### src/rtl/ama_riscv_mmio_pkg.sv
// Shared types and constants for the MMIO counter/UART responder.
package ama_riscv_mmio_pkg;

   typedef enum logic [1:0] {
      IDLE  = 2'd0,
      START = 2'd1,
      DATA  = 2'd2,
      STOP  = 2'd3
   } uart_state_t;

   localparam int UART_DW         = 8;
   localparam int UART_FRAME_BITS = 10;
   localparam int RX_FIFO_DEPTH   = 4;

   // Bit-timer width; modules build their timer type from this.
   function automatic int uart_tmr_w(input int clks_per_bit);
      return $clog2(clks_per_bit);
   endfunction

endpackage

### src/rtl/ama_riscv_mmio_uart_if.sv
// Core-side MMIO handshake bundle: the core is master, the UART/counter block is slave.
interface ama_riscv_mmio_uart_if;
   import ama_riscv_mmio_pkg::*;

   logic               store_to_uart;
   logic               load_from_uart;
   logic               inst_wb_nop_or_clear;
   logic               mmio_reset_cnt;
   logic [UART_DW-1:0] mmio_uart_data_in;
   logic [31:0]        mmio_instr_cnt;
   logic [31:0]        mmio_cycle_cnt;
   logic [UART_DW-1:0] mmio_uart_data_out;
   logic               mmio_data_out_valid;
   logic               mmio_data_in_ready;

   modport master (
      output store_to_uart, load_from_uart, inst_wb_nop_or_clear, mmio_reset_cnt,
             mmio_uart_data_in,
      input  mmio_instr_cnt, mmio_cycle_cnt, mmio_uart_data_out, mmio_data_out_valid,
             mmio_data_in_ready
   );

   modport slave (
      input  store_to_uart, load_from_uart, inst_wb_nop_or_clear, mmio_reset_cnt,
             mmio_uart_data_in,
      output mmio_instr_cnt, mmio_cycle_cnt, mmio_uart_data_out, mmio_data_out_valid,
             mmio_data_in_ready
   );

endinterface

### src/rtl/ama_riscv_uart_rx.sv
// UART receiver: 2-flop input synchronizer, mid-bit sampling FSM, one-cycle byte commit pulse.
module ama_riscv_uart_rx
   import ama_riscv_mmio_pkg::*;
#(
   parameter int CLKS_PER_BIT = 868
) (
   input  logic               clk,
   input  logic               rst,
   input  logic               serial_in,
   output logic [UART_DW-1:0] rx_byte,
   output logic               rx_commit
);
   localparam int   TMR_W   = uart_tmr_w(CLKS_PER_BIT);
   localparam type  tmr_t   = logic [TMR_W-1:0];
   localparam tmr_t TMR_MAX = tmr_t'(CLKS_PER_BIT - 1);
   localparam tmr_t TMR_MID = tmr_t'(CLKS_PER_BIT / 2 - 1);

   logic [1:0]         sync_r;
   logic               rx_s;
   uart_state_t        rx_state_r, rx_state_nx;
   tmr_t               rx_tmr_r, rx_tmr_nx;
   logic [2:0]         rx_bit_r, rx_bit_nx;
   logic [UART_DW-1:0] rx_shift_r, rx_shift_nx;
   logic [UART_DW-1:0] rx_byte_r, rx_byte_nx;
   logic               rx_commit_r, rx_commit_nx;

   // Two-stage synchronizer for the asynchronous pin; idles high like the line.
   always_ff @(posedge clk) begin
      if (rst) begin
         sync_r <= 2'b11;
      end else begin
         sync_r <= {sync_r[0], serial_in};
      end
   end

   assign rx_s = sync_r[1];

   // RX next-state: half-bit wait qualifies the start bit, then full-bit steps land mid-bit.
   always_comb begin
      rx_state_nx  = rx_state_r;
      rx_tmr_nx    = rx_tmr_r;
      rx_bit_nx    = rx_bit_r;
      rx_shift_nx  = rx_shift_r;
      rx_byte_nx   = rx_byte_r;
      rx_commit_nx = 1'b0;
      case (rx_state_r)
         IDLE: begin
            rx_tmr_nx = tmr_t'(0);
            rx_bit_nx = 3'd0;
            if (!rx_s) begin
               rx_state_nx = START;
            end else begin
               rx_state_nx = IDLE;
            end
         end
         START: begin
            if (rx_tmr_r == TMR_MID) begin
               rx_tmr_nx = tmr_t'(0);
               if (rx_s) begin
                  rx_state_nx = IDLE;
               end else begin
                  rx_state_nx = DATA;
               end
            end else begin
               rx_tmr_nx = rx_tmr_r + tmr_t'(1);
            end
         end
         DATA: begin
            if (rx_tmr_r == TMR_MAX) begin
               rx_tmr_nx   = tmr_t'(0);
               rx_shift_nx = {rx_s, rx_shift_r[UART_DW-1:1]};
               rx_bit_nx   = rx_bit_r + 3'd1;
               if (rx_bit_r == 3'd7) begin
                  rx_state_nx = STOP;
               end else begin
                  rx_state_nx = DATA;
               end
            end else begin
               rx_tmr_nx = rx_tmr_r + tmr_t'(1);
            end
         end
         STOP: begin
            if (rx_tmr_r == TMR_MAX) begin
               rx_tmr_nx   = tmr_t'(0);
               rx_state_nx = IDLE;
               if (rx_s) begin
                  rx_commit_nx = 1'b1;
                  rx_byte_nx   = rx_shift_r;
               end else begin
                  rx_commit_nx = 1'b0;
               end
            end else begin
               rx_tmr_nx = rx_tmr_r + tmr_t'(1);
            end
         end
         default: begin
            rx_state_nx = IDLE;
         end
      endcase
   end

   // RX state and datapath registers; reset drops any partial byte.
   always_ff @(posedge clk) begin
      if (rst) begin
         rx_state_r  <= IDLE;
         rx_tmr_r    <= tmr_t'(0);
         rx_bit_r    <= 3'd0;
         rx_shift_r  <= 8'h00;
         rx_byte_r   <= 8'h00;
         rx_commit_r <= 1'b0;
      end else begin
         rx_state_r  <= rx_state_nx;
         rx_tmr_r    <= rx_tmr_nx;
         rx_bit_r    <= rx_bit_nx;
         rx_shift_r  <= rx_shift_nx;
         rx_byte_r   <= rx_byte_nx;
         rx_commit_r <= rx_commit_nx;
      end
   end

   assign rx_byte   = rx_byte_r;
   assign rx_commit = rx_commit_r;

endmodule

### src/rtl/ama_riscv_mmio_uart.sv
// MMIO responder: instruction/cycle counters, UART TX for core stores, UART RX for core loads.
// Define MMIO_UART_RX_FIFO_EN to put a 4-entry FIFO between the receiver and the load data.
module ama_riscv_mmio_uart
   import ama_riscv_mmio_pkg::*;
#(
   parameter int CLKS_PER_BIT = 868
) (
   input  logic                 clk,
   input  logic                 rst,
   ama_riscv_mmio_uart_if.slave mmio,
   input  logic                 serial_in,
   output logic                 serial_out
);
   localparam int   TMR_W   = uart_tmr_w(CLKS_PER_BIT);
   localparam type  tmr_t   = logic [TMR_W-1:0];
   localparam tmr_t TMR_MAX = tmr_t'(CLKS_PER_BIT - 1);

   logic [31:0]        cycle_cnt_r;
   logic [31:0]        instr_cnt_r;

   uart_state_t        tx_state_r, tx_state_nx;
   tmr_t               tx_tmr_r, tx_tmr_nx;
   logic [3:0]         tx_bit_r, tx_bit_nx;
   logic [UART_DW-1:0] tx_shift_r, tx_shift_nx;
   logic               tx_done_s;
   logic               tx_serial_nx;
   logic               tx_serial_r;
   logic               tx_ready_r;

   logic [UART_DW-1:0] rx_byte_s;
   logic               rx_commit_s;

   // Counters: clear beats increment.
   always_ff @(posedge clk) begin
      if (rst) begin
         cycle_cnt_r <= 32'd0;
         instr_cnt_r <= 32'd0;
      end else if (mmio.mmio_reset_cnt) begin
         cycle_cnt_r <= 32'd0;
         instr_cnt_r <= 32'd0;
      end else begin
         cycle_cnt_r <= cycle_cnt_r + 32'd1;
         if (!mmio.inst_wb_nop_or_clear) begin
            instr_cnt_r <= instr_cnt_r + 32'd1;
         end
      end
   end

   assign mmio.mmio_cycle_cnt = cycle_cnt_r;
   assign mmio.mmio_instr_cnt = instr_cnt_r;

   // TX next-state; tx_bit counts frame positions so DATA covers positions 1..8.
   always_comb begin
      tx_state_nx  = tx_state_r;
      tx_tmr_nx    = tx_tmr_r;
      tx_bit_nx    = tx_bit_r;
      tx_shift_nx  = tx_shift_r;
      tx_done_s    = (tx_tmr_r == TMR_MAX);
      tx_serial_nx = 1'b1;
      case (tx_state_r)
         IDLE: begin
            tx_tmr_nx = tmr_t'(0);
            tx_bit_nx = 4'd0;
            if (mmio.store_to_uart) begin
               tx_shift_nx = mmio.mmio_uart_data_in;
               tx_state_nx = START;
            end else begin
               tx_state_nx = IDLE;
            end
         end
         START: begin
            if (tx_done_s) begin
               tx_tmr_nx   = tmr_t'(0);
               tx_bit_nx   = 4'd1;
               tx_state_nx = DATA;
            end else begin
               tx_tmr_nx = tx_tmr_r + tmr_t'(1);
            end
         end
         DATA: begin
            if (tx_done_s) begin
               tx_tmr_nx   = tmr_t'(0);
               tx_bit_nx   = tx_bit_r + 4'd1;
               tx_shift_nx = {1'b0, tx_shift_r[UART_DW-1:1]};
               if (tx_bit_r == 4'(UART_FRAME_BITS - 2)) begin
                  tx_state_nx = STOP;
               end else begin
                  tx_state_nx = DATA;
               end
            end else begin
               tx_tmr_nx = tx_tmr_r + tmr_t'(1);
            end
         end
         STOP: begin
            if (tx_done_s) begin
               tx_tmr_nx   = tmr_t'(0);
               tx_state_nx = IDLE;
            end else begin
               tx_tmr_nx = tx_tmr_r + tmr_t'(1);
            end
         end
         default: begin
            tx_state_nx = IDLE;
         end
      endcase

      // Line level follows the state being entered so serial_out can be a flop.
      case (tx_state_nx)
         IDLE:    tx_serial_nx = 1'b1;
         START:   tx_serial_nx = 1'b0;
         DATA:    tx_serial_nx = tx_shift_nx[0];
         STOP:    tx_serial_nx = 1'b1;
         default: tx_serial_nx = 1'b1;
      endcase
   end

   // TX registers; reset returns the line high at once, aborting any frame.
   always_ff @(posedge clk) begin
      if (rst) begin
         tx_state_r  <= IDLE;
         tx_tmr_r    <= tmr_t'(0);
         tx_bit_r    <= 4'd0;
         tx_shift_r  <= 8'h00;
         tx_serial_r <= 1'b1;
         tx_ready_r  <= 1'b1;
      end else begin
         tx_state_r  <= tx_state_nx;
         tx_tmr_r    <= tx_tmr_nx;
         tx_bit_r    <= tx_bit_nx;
         tx_shift_r  <= tx_shift_nx;
         tx_serial_r <= tx_serial_nx;
         tx_ready_r  <= (tx_state_nx == IDLE);
      end
   end

   assign serial_out              = tx_serial_r;
   assign mmio.mmio_data_in_ready = tx_ready_r;

   ama_riscv_uart_rx #(
      .CLKS_PER_BIT (CLKS_PER_BIT)
   ) u_rx (
      .clk       (clk),
      .rst       (rst),
      .serial_in (serial_in),
      .rx_byte   (rx_byte_s),
      .rx_commit (rx_commit_s)
   );

`ifdef MMIO_UART_RX_FIFO_EN
   logic [UART_DW-1:0] fifo_mem_r [RX_FIFO_DEPTH];
   logic [1:0]         fifo_wr_r;
   logic [1:0]         fifo_rd_r;
   logic [2:0]         fifo_cnt_r;
   logic               fifo_push_s;
   logic               fifo_pop_s;

   // A full FIFO still takes a byte when the head leaves in the same cycle.
   always_comb begin
      fifo_pop_s  = mmio.load_from_uart && (fifo_cnt_r != 3'd0);
      fifo_push_s = rx_commit_s && ((fifo_cnt_r != 3'(RX_FIFO_DEPTH)) || fifo_pop_s);
   end

   // FIFO storage, wrapping pointers and occupancy.
   always_ff @(posedge clk) begin
      if (rst) begin
         for (int i = 0; i < RX_FIFO_DEPTH; i++) begin
            fifo_mem_r[i] <= 8'h00;
         end
         fifo_wr_r  <= 2'd0;
         fifo_rd_r  <= 2'd0;
         fifo_cnt_r <= 3'd0;
      end else begin
         if (fifo_push_s) begin
            fifo_mem_r[fifo_wr_r] <= rx_byte_s;
            fifo_wr_r             <= fifo_wr_r + 2'd1;
         end
         if (fifo_pop_s) begin
            fifo_rd_r <= fifo_rd_r + 2'd1;
         end
         fifo_cnt_r <= fifo_cnt_r + {2'b00, fifo_push_s} - {2'b00, fifo_pop_s};
      end
   end

   assign mmio.mmio_uart_data_out  = fifo_mem_r[fifo_rd_r];
   assign mmio.mmio_data_out_valid = (fifo_cnt_r != 3'd0);
`else
   logic [UART_DW-1:0] rx_data_r;
   logic               rx_valid_r;

   // Single load register: a commit overwrites and wins over a same-cycle load.
   always_ff @(posedge clk) begin
      if (rst) begin
         rx_data_r  <= 8'h00;
         rx_valid_r <= 1'b0;
      end else if (rx_commit_s) begin
         rx_data_r  <= rx_byte_s;
         rx_valid_r <= 1'b1;
      end else if (mmio.load_from_uart) begin
         rx_valid_r <= 1'b0;
      end
   end

   assign mmio.mmio_uart_data_out  = rx_data_r;
   assign mmio.mmio_data_out_valid = rx_valid_r;
`endif

endmodule
### src/flat_wrapper.sv
// flat-port wrapper written by rule: the top's interface ports become plain ports
module ama_riscv_mmio_uart_flat import ama_riscv_mmio_pkg::*;
#(
   parameter int CLKS_PER_BIT = 868
)
  (clk, rst, serial_in, serial_out, mmio_store_to_uart, mmio_load_from_uart, mmio_inst_wb_nop_or_clear, mmio_mmio_reset_cnt, mmio_mmio_uart_data_in, mmio_mmio_instr_cnt, mmio_mmio_cycle_cnt, mmio_mmio_uart_data_out, mmio_mmio_data_out_valid, mmio_mmio_data_in_ready);
  ama_riscv_mmio_uart_if mmio_i ();
  input  logic clk;
  input  logic rst;
  input  logic serial_in;
  output logic serial_out;
  input wire logic [$bits(mmio_i.store_to_uart)-1:0] mmio_store_to_uart;
  input wire logic [$bits(mmio_i.load_from_uart)-1:0] mmio_load_from_uart;
  input wire logic [$bits(mmio_i.inst_wb_nop_or_clear)-1:0] mmio_inst_wb_nop_or_clear;
  input wire logic [$bits(mmio_i.mmio_reset_cnt)-1:0] mmio_mmio_reset_cnt;
  input wire logic [$bits(mmio_i.mmio_uart_data_in)-1:0] mmio_mmio_uart_data_in;
  output wire logic [$bits(mmio_i.mmio_instr_cnt)-1:0] mmio_mmio_instr_cnt;
  output wire logic [$bits(mmio_i.mmio_cycle_cnt)-1:0] mmio_mmio_cycle_cnt;
  output wire logic [$bits(mmio_i.mmio_uart_data_out)-1:0] mmio_mmio_uart_data_out;
  output wire logic [$bits(mmio_i.mmio_data_out_valid)-1:0] mmio_mmio_data_out_valid;
  output wire logic [$bits(mmio_i.mmio_data_in_ready)-1:0] mmio_mmio_data_in_ready;
  assign mmio_i.store_to_uart = mmio_store_to_uart;
  assign mmio_i.load_from_uart = mmio_load_from_uart;
  assign mmio_i.inst_wb_nop_or_clear = mmio_inst_wb_nop_or_clear;
  assign mmio_i.mmio_reset_cnt = mmio_mmio_reset_cnt;
  assign mmio_i.mmio_uart_data_in = mmio_mmio_uart_data_in;
  assign mmio_mmio_instr_cnt = mmio_i.mmio_instr_cnt;
  assign mmio_mmio_cycle_cnt = mmio_i.mmio_cycle_cnt;
  assign mmio_mmio_uart_data_out = mmio_i.mmio_uart_data_out;
  assign mmio_mmio_data_out_valid = mmio_i.mmio_data_out_valid;
  assign mmio_mmio_data_in_ready = mmio_i.mmio_data_in_ready;
  ama_riscv_mmio_uart #(.CLKS_PER_BIT(CLKS_PER_BIT)) u_core (.clk(clk), .rst(rst), .mmio(mmio_i), .serial_in(serial_in), .serial_out(serial_out));
endmodule
### config.mk
export PLATFORM = sky130hd
export DESIGN_NAME = ama_riscv_mmio_uart_flat
export DESIGN_NICKNAME = d
export VERILOG_FILES = /design/src/rtl/ama_riscv_mmio_pkg.sv /design/src/rtl/ama_riscv_mmio_uart_if.sv /design/src/rtl/ama_riscv_uart_rx.sv /design/src/rtl/ama_riscv_mmio_uart.sv /design/src/flat_wrapper.sv
export SDC_FILE = /design/constraint.sdc
export NUM_CORES = 1
export LEC_CHECK = 0
export ABC_AREA = 1
export CAP_MARGIN = 20
export CORE_ASPECT_RATIO = 0.6
export CORE_MARGIN = 1.5
export CORE_UTILIZATION = 35
export CTS_CLUSTER_SIZE = 24
export DETAILED_ROUTE_END_ITERATION = 7
export GPL_TIMING_DRIVEN = 0
export PLACE_DENSITY = 0.59
export SYNTH_ARGS = -nofsm -noshare
export SYNTH_HDL_FRONTEND = slang
export SYNTH_SLANG_ARGS = --single-unit
### constraint.sdc
create_clock -name clk -period 1.9 [get_ports clk]
set_clock_uncertainty 0.1 [all_clocks]
set_input_delay 0.38 -clock clk [delete_from_list [all_inputs] [get_ports clk]]
set_output_delay 0.38 -clock clk [all_outputs]
set_load 0.05 [all_outputs]
==> results of run 1 <==
layout make-up:
class,count,share of cell area
multi-input combinational,643,0.415
sequential,133,0.310
timing repair buffer,102,0.104
clock buffer,21,0.0544
inverter,110,0.0477
tap,240,0.0347
clock inverter,11,0.0227
buffer,16,0.0110
per-layer routing:
metal  vias to the layer above  global-route usage  part of all wire
met5                         -                   0                 0
met4                         0              0.0667             0.012
met3                        16              0.0362             0.049
met2                       138               0.245              0.38
met1                      2797               0.297              0.56
li1                       3184                   -                 -
cells by family after synthesis:
logic type | share of synthesized area
buffers and inverters | 0.0767
adder cells (fa/ha/maj) | 0.0328
XOR/XNOR | 0.0270
AO/OA/AOI/OAI | 0.116
flip-flops | 0.410
AND/OR/NAND/NOR | 0.338
critical path, delay by kind of cell (launching register included):
kind / cells / cell delay, ns
simple gates: 9 / 0.83
fa+ha+maj: 2 / 0.40
flops: 1 / 0.35
buf+inv: 1 / 0.08
sequential cells by signal, indices dropped and copies added (netlist names), named ones only:
name,count
u_core.u_rx.rx_shift_r,8
u_core.serial_out,1
u_core.mmio.mmio_instr_cnt,32
u_core.u_rx.sync_r,2
u_core.u_rx.rx_byte,8
u_core.u_rx.rx_bit_r,3
u_core.u_rx.rx_tmr_r,10
u_core.u_rx.rx_commit,1
u_core.mmio.mmio_cycle_cnt,32
u_core.mmio.mmio_data_in_ready,1
u_core.tx_tmr_r,10
u_core.u_rx.rx_state_r,1
u_core.mmio.mmio_uart_data_out,8
u_core.tx_state_r,2
u_core.tx_shift_r,8
u_core.tx_bit_r,4
u_core.mmio.mmio_data_out_valid,1
worst paths after layout:
kind | from | to | cells past startpoint
max | u_core.tx_tmr_r[0] | u_core.serial_out | 12
min | u_core.u_rx.sync_r[0] | u_core.u_rx.sync_r[1] | 1
max reg2reg | u_core.tx_tmr_r[0] | u_core.serial_out | 12
min reg2reg | u_core.u_rx.sync_r[0] | u_core.u_rx.sync_r[1] | 1
report_power, final:
| group | leakage (nW) | switching, mW | internal, mW |
|---|---|---|---|
| Combinational | 2.04 | 0.249 | 0.124 |
| Clock | 0.320 | 1.29 | 2.44 |
| Sequential | 1.08 | 0.0446 | 2.83 |
stage by stage:
| step | cells | area (um^2) | hold WS, ns | utilization | TNS (ns) |
|---|---|---|---|---|---|
| 2_1_floorplan | 902 | 6500 | 0.289 | - | 0 |
| 3_3_place_gp | 1230 | 7680 | 0.292 | 0.424 | -12.03 |
| 3_5_place_dp | 1230 | 7680 | 0.298 | 0.424 | -12.26 |
| 4_1_cts | 1263 | 8350 | 0.314 | 0.461 | 0 |
| 5_1_grt | 1276 | 8650 | 0.325 | 0.477 | -0.284 |
| 6_report | 1276 | 8650 | 0.311 | 0.477 | -0.00285 |
cells in the mapped netlist (all sizes together):
library cell / instances
a211oi: 1
a21oi: 78
a22o: 1
a22oi: 1
a31oi: 3
and3: 2
buf: 5
clkbuf: 12
clkinv: 2
dfxtp: 133
ha: 17
inv: 108
nand2: 193
nand3: 46
nand3b: 7
nand4: 15
nor2: 137
nor3: 44
nor3b: 3
nor4: 2
nor4b: 1
o211ai: 1
o21a: 2
o21ai: 55
o21bai: 1
o221ai: 1
or2: 11
xnor2: 5
xor2: 15
repair_timing:
action                                  4_1_cts  5_1_grt
setup buffers                                 2       11
gates resized for setup                     117       95
pin swaps                                     1       18
endpoints found under the setup margin       85       80
cloned                                        0        2
==> key figures, run 1 <==
Floorplan
  – Die H: 108 um
  – Std-Cell Rows: 38
  – DIE AREA: 19,400 um^2
  – Die width: 179 um
  – Ports: 90
  – Placeable Area: roughly 18,000 um^2
  – Initial Utilization: 0.358

Synth
  – Ys Warns: 0
  – Synthesized area: 6490 um^2
  – Largest cells by area after synthesis: dfxtp_1 (41%), nand2_1 (10%), nor2_1 (7.2%)
  – Yosys cell types: 47
  – Synthesized area per cell: 7.20 um^2
  – #FFs+latches synth: 133
  – Share of the synthesized area in the top cell type: 0.410
  – Synthesized netlist net count: 934
  – Synth area leader: dfxtp_1
  – Syn Inst Count: around 900
  – Seq/Total Area, Yosys: 0.410

Finish
  – Multi-input gate area: 3590 um^2
  – Antenna fix cells: 0
  – Commonest non-fill, non-tap cell in the layout: nand2_1
  – Nets: between 1,000 and 1,500
  – Register Area: 2690 um^2
  – Commonest cells after routing, fill and taps aside: nand2_1 (172), nor2_1 (121), dfxtp_1 (121)
  – Layout cells sized above 1: 0.175
  – Fillers: 1,841
  – Layout area overhead: 33.2%

Outcome
  – Violated checks: setup timing
  – Status: complete, but fails checks

GRT
  – GRT Overall Usage: 0.188
  – Largest net degree at the start of global routing: 17
  – First-pass GRT wire length: 28,300 um
  – Vias in the first global route: 5,407
  – GRT overflow: 0
  – Initial antenna violation count: 0

Detailed routing
  – Total routed wirelength: 17,600 um
  – Wire length per cell: about 14 um
  – DRC violations left: 0
  – Via density: slightly below 5
  – Vias: 6,135
  – 1st-pass router iterations: 8
  – DR iter-0 viols: 512
  – Routed Antenna Nets: 0

Placement
  – Post-Place Worst Slack: -0.343 ns
  – Placer Congestion: 0.863
  – PortBufs: 88
  – Post-DP HPWL: 12,800 um

CTS
  – Clock Pin Slew Worst Setup and Hold Paths: ~0.060 ns
  – # H-tree levels: 4
  – CTS tree: yes
  – Root buf cell: clkbuf_16
  – CTS Buf Count: 17
  – Sinks on Clock Net: 133
  – Clk Latency, worst-skew pair: 0.42 ns
  – CTS Buffer Depth: 2
  – Hold_buf cts: 0

Timing
  – RSZ-0062 raised after global routing: yes
  – Slew HR: 0.609
  – Fmax: 526 MHz
  – Least-Margin Pin Slew: a little under 0.6 ns
  – Tcrit/Tclk final: 1.00
  – Final worst setup slack: -0.00285 ns
  – Final Max Tran Viols: 0
  – Final Hold Viols: 0
  – Tmin final: around 1.9 ns
  – Setup violators final: 1

Setup path
  – R2R Setup Slk: -0.003 ns
  – Critical path arrival: 2.11 ns
  – Slowest CP cell: dfxtp_4
  – Setup CP Type: reg -> reg
  – Critical Path Max Stage Delay: around 0.35 ns
  – CP max FO: 3
  – Critical path launch point type: flip-flop
  – Crit. End Element: flip-flop
  – Worst endpoint required time: between 2 and 2.5 ns
  – Critical path cell sequence: ha_4 > nand2_4 > nor3_4 > nand2_2 > nand3_2 > nand2_2 > nor2_4 > inv_2 > ha_4 > nand2_2 > nand2_1 > nand2_1
  – Most used cell, CP: nand2_2

Pwr
  – Total power: approximately 7 mW
  – Leak: approximately 3.4 nW
  – Peak supply drop: 568 uV
  – Pwr dens: 807 nW/um^2

Hold path
  – Hold Path Class: reg -> reg

Job
  – Max-Cap Viols: 0
Power figures use the tool's default switching activity.
==> inputs of run 2 (changes only) <==
- CELL_PAD_IN_SITES_DETAIL_PLACEMENT: unset -> 0
- CELL_PAD_IN_SITES_GLOBAL_PLACEMENT: unset -> 1
- PLACE_DENSITY: 0.59 -> 0.77
- SYNTH_HIERARCHICAL: unset -> 1
==> run 2 against run 1 <==
  * Total power is 8.9% lower
  * Critical path depth fell by 11
  * Routed wire length shrank 1.3%
  * Largest power group unchanged
  * Highest routed layer unchanged
  * Synthesized area up 1.1%
  * Synthesized cell count increased by 3.0%
  * Combinational power shrank 34%
  * The run now ends clean
  * Non-clock buffer count fell by 5
  * Critical path type is now reg -> out
  * Sequential share of layout area is 0.68 points higher
  * Final cell count is 1.7% higher
  * First-iteration DRC count shrank 31%
  * Clock-buffer cell count grew 2
  * Clock power fell by 12%
==> key figures, run 2 <==
Setup path
  – Critical path launch point type: flip-flop (unchanged)
  – CP max FO: 3 (unchanged)
  – Crit path buf inv count: 1 (unchanged)
  – Critical path arrival: 1.37 ns (was 2.11 ns)
  – Critical path's top delay family: buffers and inverters (was simple AND/OR/NAND/NOR gates)
  – Crit. End Element: primary output (was flip-flop)
  – Worst endpoint required time: 1.42 ns (was 2.10 ns)
  – Critical path cell sequence: dlygate4sd2_1 (was ha_4 > nand2_4 > nor3_4 > nand2_2 > nand3_2 > nand2_2 > nor2_4 > inv_2 > ha_4 > nand2_2 > nand2_1 > nand2_1)
  – Slowest CP cell: dlygate4sd2_1 (was dfxtp_4)
  – Setup CP Type: reg -> out (was reg -> reg)
  – Critical Path Max Stage Delay: 0.55 ns (was 0.35 ns)

GRT
  – M1 GR Usage: 0.281 (was 0.297)
  – Initial antenna violation count: 0 (unchanged)
  – Vias in the first global route: 5,604 (was 5,407)
  – Gr busiest metal: met1 (unchanged)
  – GR Layer Usage met2: 0.250 (was 0.245)
  – Met3 usage: 0.0471 (was 0.0362)
  – GRT overflow: 0 (unchanged)
  – Largest net degree at the start of global routing: 17 (unchanged)
  – GRT Overall Usage: 0.183 (was 0.188)
  – First-pass GRT wire length: 28,600 um (was 28,300 um)

Floorplan
  – Initial Utilization: 0.360 (was 0.358)
  – Placeable Area: 18,200 um^2 (was 18,100 um^2)
  – Die width: 180 um (was 179 um)
  – Die H: 109 um (was 108 um)
  – Std-Cell Rows: 38 (unchanged)
  – DIE AREA: 19,600 um^2 (was 19,400 um^2)
  – Ports: 90 (unchanged)

Synth
  – Async SR Flop Fraction: 0 (unchanged)
  – Syn Inst Count: 929 (was 902)
  – Multiplexer share of the synthesized area: 0 (unchanged)
  – Synth area leader: dfxtp_1 (unchanged)
  – Number of synthesized flops with an enable pin: 0 (unchanged)
  – Seq/Total Area, Yosys: 0.406 (was 0.410)
  – Synthesized netlist net count: 960 (was 934)
  – Share of the synthesized area in the top cell type: 0.406 (was 0.410)
  – Yosys cell types: 43 (was 47)
  – #FFs+latches synth: 133 (unchanged)
  – Synthesized area per cell: 7.07 um^2 (was 7.20 um^2)
  – Top cells by count, synth: nand2_1 (198), nor2_1 (143), dfxtp_1 (133), inv_1 (116), a21oi_1 (68) (was nand2_1 (180), dfxtp_1 (133), nor2_1 (124), inv_1 (102), a21oi_1 (77))
  – Synth Area in XOR/XNOR: 0.0213 (was 0.0270)
  – Post-synth top flop: dfxtp_1 (unchanged)
  – Post-Synth Adder-Cell Area: 0.0305 (was 0.0328)
  – Compound-Gate Fraction of Synth Area: 0.101 (was 0.116)
  – Largest cells by area after synthesis: dfxtp_1 (41%), nand2_1 (11%), nor2_1 (8.2%) (was dfxtp_1 (41%), nand2_1 (10%), nor2_1 (7.2%))
  – Synthesized area: 6560 um^2 (was 6490 um^2)
  – Main combinational cell family by area after synthesis: simple AND/OR/NAND/NOR gates (unchanged)
  – Ys Warns: 6 (was 0)
  – Top-count cell post-synth: nand2_1 (unchanged)
  – Simple-Gate Fraction of Synth Area: 0.360 (was 0.338)

Finish
  – Design area: 8420 um^2 (was 8650 um^2)
  – Commonest non-fill, non-tap cell in the layout: nand2_1 (unchanged)
  – Final non-filler cell total: 1,298 (was 1,276)
  – Layout cells sized above 1: 0.144 (was 0.175)
  – Antenna fix cells: 0 (unchanged)
  – Nets: 1,077 (was 1,055)
  – Commonest cells after routing, fill and taps aside: nand2_1 (194), nor2_1 (139), dfxtp_1 (126) (was nand2_1 (172), nor2_1 (121), dfxtp_1 (121))
  – Layout area overhead: 28.3% (was 33.2%)

Timing
  – Tcrit/Tclk final: 0.976 (was 1.00)
  – Final Max Tran Viols: 0 (unchanged)
  – Fmax: 539 MHz (was 526 MHz)
  – RSZ-0062 raised after global routing: yes (unchanged)
  – Tmin final: 1.85 ns (was 1.90 ns)
  – Setup violators final: 0 (was 1)
  – Final Hold Viols: 0 (unchanged)
  – Least-Margin Pin Slew: 0.674 ns (was 0.587 ns)
  – Min Hold Slack: 0.328 ns (was 0.311 ns)
  – Slew HR: 0.551 (was 0.609)

Detailed routing
  – Routed Antenna Nets: 0 (unchanged)
  – Via density: 4.68 (was 4.81)
  – Vias: 6,081 (was 6,135)
  – DRC violations left: 0 (unchanged)
  – DR iter-0 viols: 354 (was 512)
  – 1st-pass router iterations: 5 (was 8)
  – Total routed wirelength: 17,400 um (was 17,600 um)
  – Wire length per cell: 13.4 um (was 13.8 um)

Pwr
  – Leak: 3.47 nW (was 3.44 nW)
  – Int Power: 4.96 mW (was 5.39 mW)
  – Peak supply drop: 632 uV (was 568 uV)
  – Switching share of power: 0.219 (was 0.227)
  – Pwr dens: 755 nW/um^2 (was 807 nW/um^2)
  – Total power: 6.36 mW (was 6.98 mW)
  – Clock network power share: 0.515 (was 0.535)
  – Sw Pwr: 1.39 mW (was 1.58 mW)
  – Flop pwr share: 0.446 (was 0.412)
  – Comb power frac: 0.039 (was 0.053)

CTS
  – Clk Latency, worst-skew pair: 0.41 ns (was 0.42 ns)
  – # H-tree levels: 4 (unchanged)
  – CTS Buf Count: 17 (unchanged)
  – Clock Pin Slew Worst Setup and Hold Paths: 0.06 ns (about the same)
  – Sinks on Clock Net: 133 (unchanged)
  – Hold_buf cts: 0 (unchanged)
  – CTS Buffer Depth: 2 (unchanged)
  – Root buf cell: clkbuf_16 (unchanged)
  – CTS tree: yes (unchanged)

Placement
  – Post-DP HPWL: 12,900 um (was 12,800 um)
  – Placer Congestion: 0.816 (was 0.863)
  – Placement Cell Area: 7760 um^2 (was 7680 um^2)
  – PortBufs: 89 (was 88)
  – Dpl cells: 1,258 (was 1,230)

Job
  – Max-Cap Viols: 0 (unchanged)

Outcome
  – Status: completed (was complete, but fails checks)

Hold path
  – Hold Path Class: reg -> reg (unchanged)
[run 2: cell types whose count changed in the layout (fill, tap and decap cells not counted), moves of 11 or more]
cell | before | now
inv_1 | 97 | 111
nor2_1 | 121 | 139
o21ai_1 | 2 | 13
nand2_1 | 172 | 194
o21ai_0 | 53 | 34
dlygate4sd2_1 | 37 | 53
[run 2: power groups by stage]
stage | Combinational, mW | Sequential (mW) | Clock [mW]
2_1_floorplan | 0.124 | 2.91 | 0
3_3_place_gp | 0.241 | 2.89 | 0
3_5_place_dp | 0.240 | 2.89 | 0
4_1_cts | 0.243 | 2.83 | 3.36
5_1_grt | 0.274 | 2.83 | 3.51
6_report | 0.247 | 2.83 | 3.28
[run 2: path summary, 6_finish.rpt]
path / slack, ns / cells after the start / endpoint / startpoint
max reg2reg: 0.05 / 11 / u_core/tx_shift_r[4] / u_core/tx_tmr_r[0]
min: 0.33 / 1 / u_core/u_rx/sync_r[1] / u_core/u_rx/sync_r[0]
max: 0.05 / 1 / mmio_mmio_cycle_cnt[9] / u_core/mmio.mmio_cycle_cnt[9]
min reg2reg: 0.33 / 1 / u_core/u_rx/sync_r[1] / u_core/u_rx/sync_r[0]
[run 2: cell type report]
cell class,count,area [um^2]
fillers,1906,9790
multi-input cells,658,3470
flip-flops and latches,133,2670
repair buffers,98,848
clock buffers,23,488
inverters,123,464
well taps,240,300
clock inverters,8,98.8
plain buffers,15,80.1
[run 2: kinds of logic after synthesis]
| kind of cell | Yosys count |
|---|---|
| adders and majority gates | 16 |
| DFF | 133 |
| and+or+nand+nor | 499 |
| xor gates and xnor gates | 16 |
| buffers and inverters | 138 |
| AOI/OAI and AO/OA | 127 |
[run 2: per-layer routing]
layer	share of wire	up-vias
met5	0	-
met3	0.053	6
met2	0.38	127
li1	-	3232
met1	0.56	2716
met4	0.0049	0
[run 2: what timing repair did]
| action | 4_1_cts | 5_1_grt |
|---|---|---|
| gates resized for setup | 109 | 55 |
| pin swaps | 4 | 10 |
| endpoints found under the setup margin | 142 | 41 |
| setup buffers | 7 | 2 |
[run 2: metrics by stage]
| step | util | worst slack, ns | setup TNS [ns] |
|---|---|---|---|
| 2_1_floorplan | - | 0.0505 | 0 |
| 3_3_place_gp | 0.426 | -0.774 | -45.90 |
| 3_5_place_dp | 0.426 | -0.769 | -45.24 |
| 4_1_cts | 0.460 | 0.00516 | 0 |
| 5_1_grt | 0.462 | -0.0619 | -0.136 |
| 6_report | 0.462 | 0.0452 | 0 |
==> inputs of run 3 (changes only) <==
- CTS_BUF_LIST: unset -> sky130_fd_sc_hd__clkbuf_2 sky130_fd_sc_hd__clkbuf_4 sky130_fd_sc_hd__clkbuf_8
- RECOVER_POWER: unset -> 25
==> run 3 against run 2 <==
  * Combinational power barely moved
  * Clock-buffer cell count did not move
  * Critical path depth rose by 11
  * Utilization fell by 1.2 points
  * Routed wire length barely moved
  * Maximum frequency fell by 1.7%
  * Critical path type is now reg -> reg
  * Largest cell class unchanged
==> key figures, run 3 (synthesis gave the netlist of run 2 again) <==
Setup path
  – Setup CP Type: reg -> reg (was reg -> out)
  – Critical path arrival: 2.10 ns (was 1.37 ns)
  – Crit. End Element: flip-flop (was primary output)
  – Worst endpoint required time: 2.12 ns (was 1.42 ns)
  – CP max FO: 3 (unchanged)
  – R2R Setup Slk: 0.01 ns (was 0.05 ns)
  – Critical path launch point type: flip-flop (unchanged)

Finish
  – Multi-input gate area: 3460 um^2 (was 3470 um^2)
  – Commonest cells after routing, fill and taps aside: nand2_1 (194), nor2_1 (139), dfxtp_1 (126) (unchanged)
  – Antenna fix cells: 0 (unchanged)
  – Commonest non-fill, non-tap cell in the layout: nand2_1 (unchanged)
  – Design area: 8200 um^2 (was 8420 um^2)
  – Layout cells sized above 1: 0.162 (was 0.144)
  – Fillers: 1,924 (was 1,906)
  – Layout area overhead: 24.9% (was 28.3%)
  – Nets: 1,076 (was 1,077)
  – Register Area: 2670 um^2 (unchanged)

Detailed routing
  – Via density: 4.69 (was 4.68)
  – DRC violations left: 0 (unchanged)
  – Total routed wirelength: 17,400 um (about the same)
  – Routed Antenna Nets: 0 (unchanged)
  – 1st-pass router iterations: 4 (was 5)
  – Wire length per cell: 13.4 um (about the same)
  – Vias: 6,082 (was 6,081)
  – DR iter-0 viols: 373 (was 354)

CTS
  – CTS Buffer Depth: 2 (unchanged)
  – CTS tree: yes (unchanged)
  – Clk Latency, worst-skew pair: 0.43 ns (was 0.41 ns)
  – Clock Pin Slew Worst Setup and Hold Paths: 0.08 ns (was 0.06 ns)
  – Root buf cell: clkbuf_8 (was clkbuf_16)
  – # H-tree levels: 4 (unchanged)
  – CTS Buf Count: 17 (unchanged)
  – Sinks on Clock Net: 133 (unchanged)
  – Hold_buf cts: 0 (unchanged)

GRT
  – GRT Overall Usage: 0.184 (was 0.183)
  – First-pass GRT wire length: 28,600 um (about the same)
  – Initial antenna violation count: 0 (unchanged)
  – Largest net degree at the start of global routing: 17 (unchanged)
  – Vias in the first global route: 5,648 (was 5,604)
  – GRT overflow: 0 (unchanged)

Timing
  – Tmin final: 1.89 ns (was 1.85 ns)
  – Setup violators final: 0 (unchanged)
  – Slew HR: 0.542 (was 0.551)
  – Final Max Tran Viols: 0 (unchanged)
  – Fmax: 530 MHz (was 539 MHz)
  – Final Hold Viols: 0 (unchanged)
  – RSZ-0062 raised after global routing: yes (unchanged)
  – Tcrit/Tclk final: 0.993 (was 0.976)
  – Final setup TNS: 0 ns (unchanged)
  – Least-Margin Pin Slew: 0.687 ns (was 0.674 ns)
  – Min Hold Slack: 0.317 ns (was 0.328 ns)

Pwr
  – Pwr dens: 672 nW/um^2 (was 755 nW/um^2)
  – Peak supply drop: 386 uV (was 632 uV)
  – Leak: 3.25 nW (was 3.47 nW)

Floorplan
  – Std-Cell Rows: 38 (unchanged)
  – Die H: 109 um (unchanged)
  – Ports: 90 (unchanged)
  – Die width: 180 um (unchanged)
  – DIE AREA: 19,600 um^2 (unchanged)
  – Placeable Area: 18,200 um^2 (unchanged)
  – Initial Utilization: 0.360 (unchanged)

Outcome
  – Status: completed (unchanged)

Job
  – Max-Cap Viols: 0 (unchanged)

Placement
  – PortBufs: 89 (unchanged)
  – Post-DP HPWL: 12,900 um (unchanged)
  – Placement Cell Area: 7760 um^2 (unchanged)
  – Placer Congestion: 0.816 (unchanged)

Hold path
  – Hold Path Class: in -> reg (was reg -> reg)
-- run 3: cell count changes in the layout (fill, tap and decap cells not counted), sizes merged --
cell	change
clkbuf	+11
dlygate4sd2	-29
clkdlybuf4s15	+17
clkdlybuf4s50	-1
dlygate4sd3	+2
dlymetal6s2s	-1
-- run 3: critical path: stages, from the launching register on --
cell and delay, ns:
dfxtp_2 0.35, ha_4 0.16, nand2_4 0.07, nor2_4 0.12
nand3_2 0.11, o21ai_2 0.18, nand3_2 0.08, nand2_2 0.10
inv_2 0.05, ha_1 0.27, nand2_1 0.06, nand2_2 0.07
nand2_1 0.05
-- run 3: repair_timing --
item,CTS,global route
resized for setup,136,76
pin swaps,2,7
setup buffers,6,2
endpoints found under the setup margin,128,81
-- run 3: area by class of cell --
class / instances / area share
multi-input combinational: 658 / 0.422
sequential: 133 / 0.326
timing repair buffer: 97 / 0.101
inverter: 123 / 0.0566
clock buffer: 23 / 0.0371
tap: 240 / 0.0366
clock inverter: 8 / 0.0121
buffer: 15 / 0.00946
-- run 3: path summary, 6_finish.rpt --
check | from | to | cells past startpoint
setup / recovery | u_core/tx_tmr_r[1] | u_core/serial_out | 12
hold / removal | rst | u_core/u_rx/rx_shift_r[6] | 2
setup reg to reg | u_core/tx_tmr_r[1] | u_core/serial_out | 12
hold reg to reg | u_core/mmio.mmio_cycle_cnt[0] | u_core/mmio.mmio_cycle_cnt[0] | 1
-- run 3: power by group --
part | switching, mW | leakage, nW | internal (mW)
clock | 1.11 | 0.205 | 1.33
combinational | 0.162 | 1.96 | 0.0830
sequential | 0.0152 | 1.08 | 2.81
-- run 3: metal layers --
layer  track usage  share of wire  vias to the layer above  wire length (um)
li1              -              -                     3216                 -
met1         0.280           0.57                     2730              9940
met2         0.254           0.37                      126              6520
met3        0.0421          0.046                       10               796
met4        0.0500         0.0078                        0               135
met5             0              0                        -                 0
-- run 3: through the flow --
step | worst slack [ns] | total power [mW] | utilization | std cells
3_5_place_dp | -0.769 | 3.13 | 0.426 | 1258
6_report | 0.0138 | 5.51 | 0.450 | 1297
4_1_cts | 0.000853 | 5.59 | 0.451 | 1295
3_3_place_gp | -0.774 | 3.13 | 0.426 | 1258
5_1_grt | -0.114 | 5.76 | 0.450 | 1297
2_1_floorplan | 0.0505 | 3.03 | - | 929
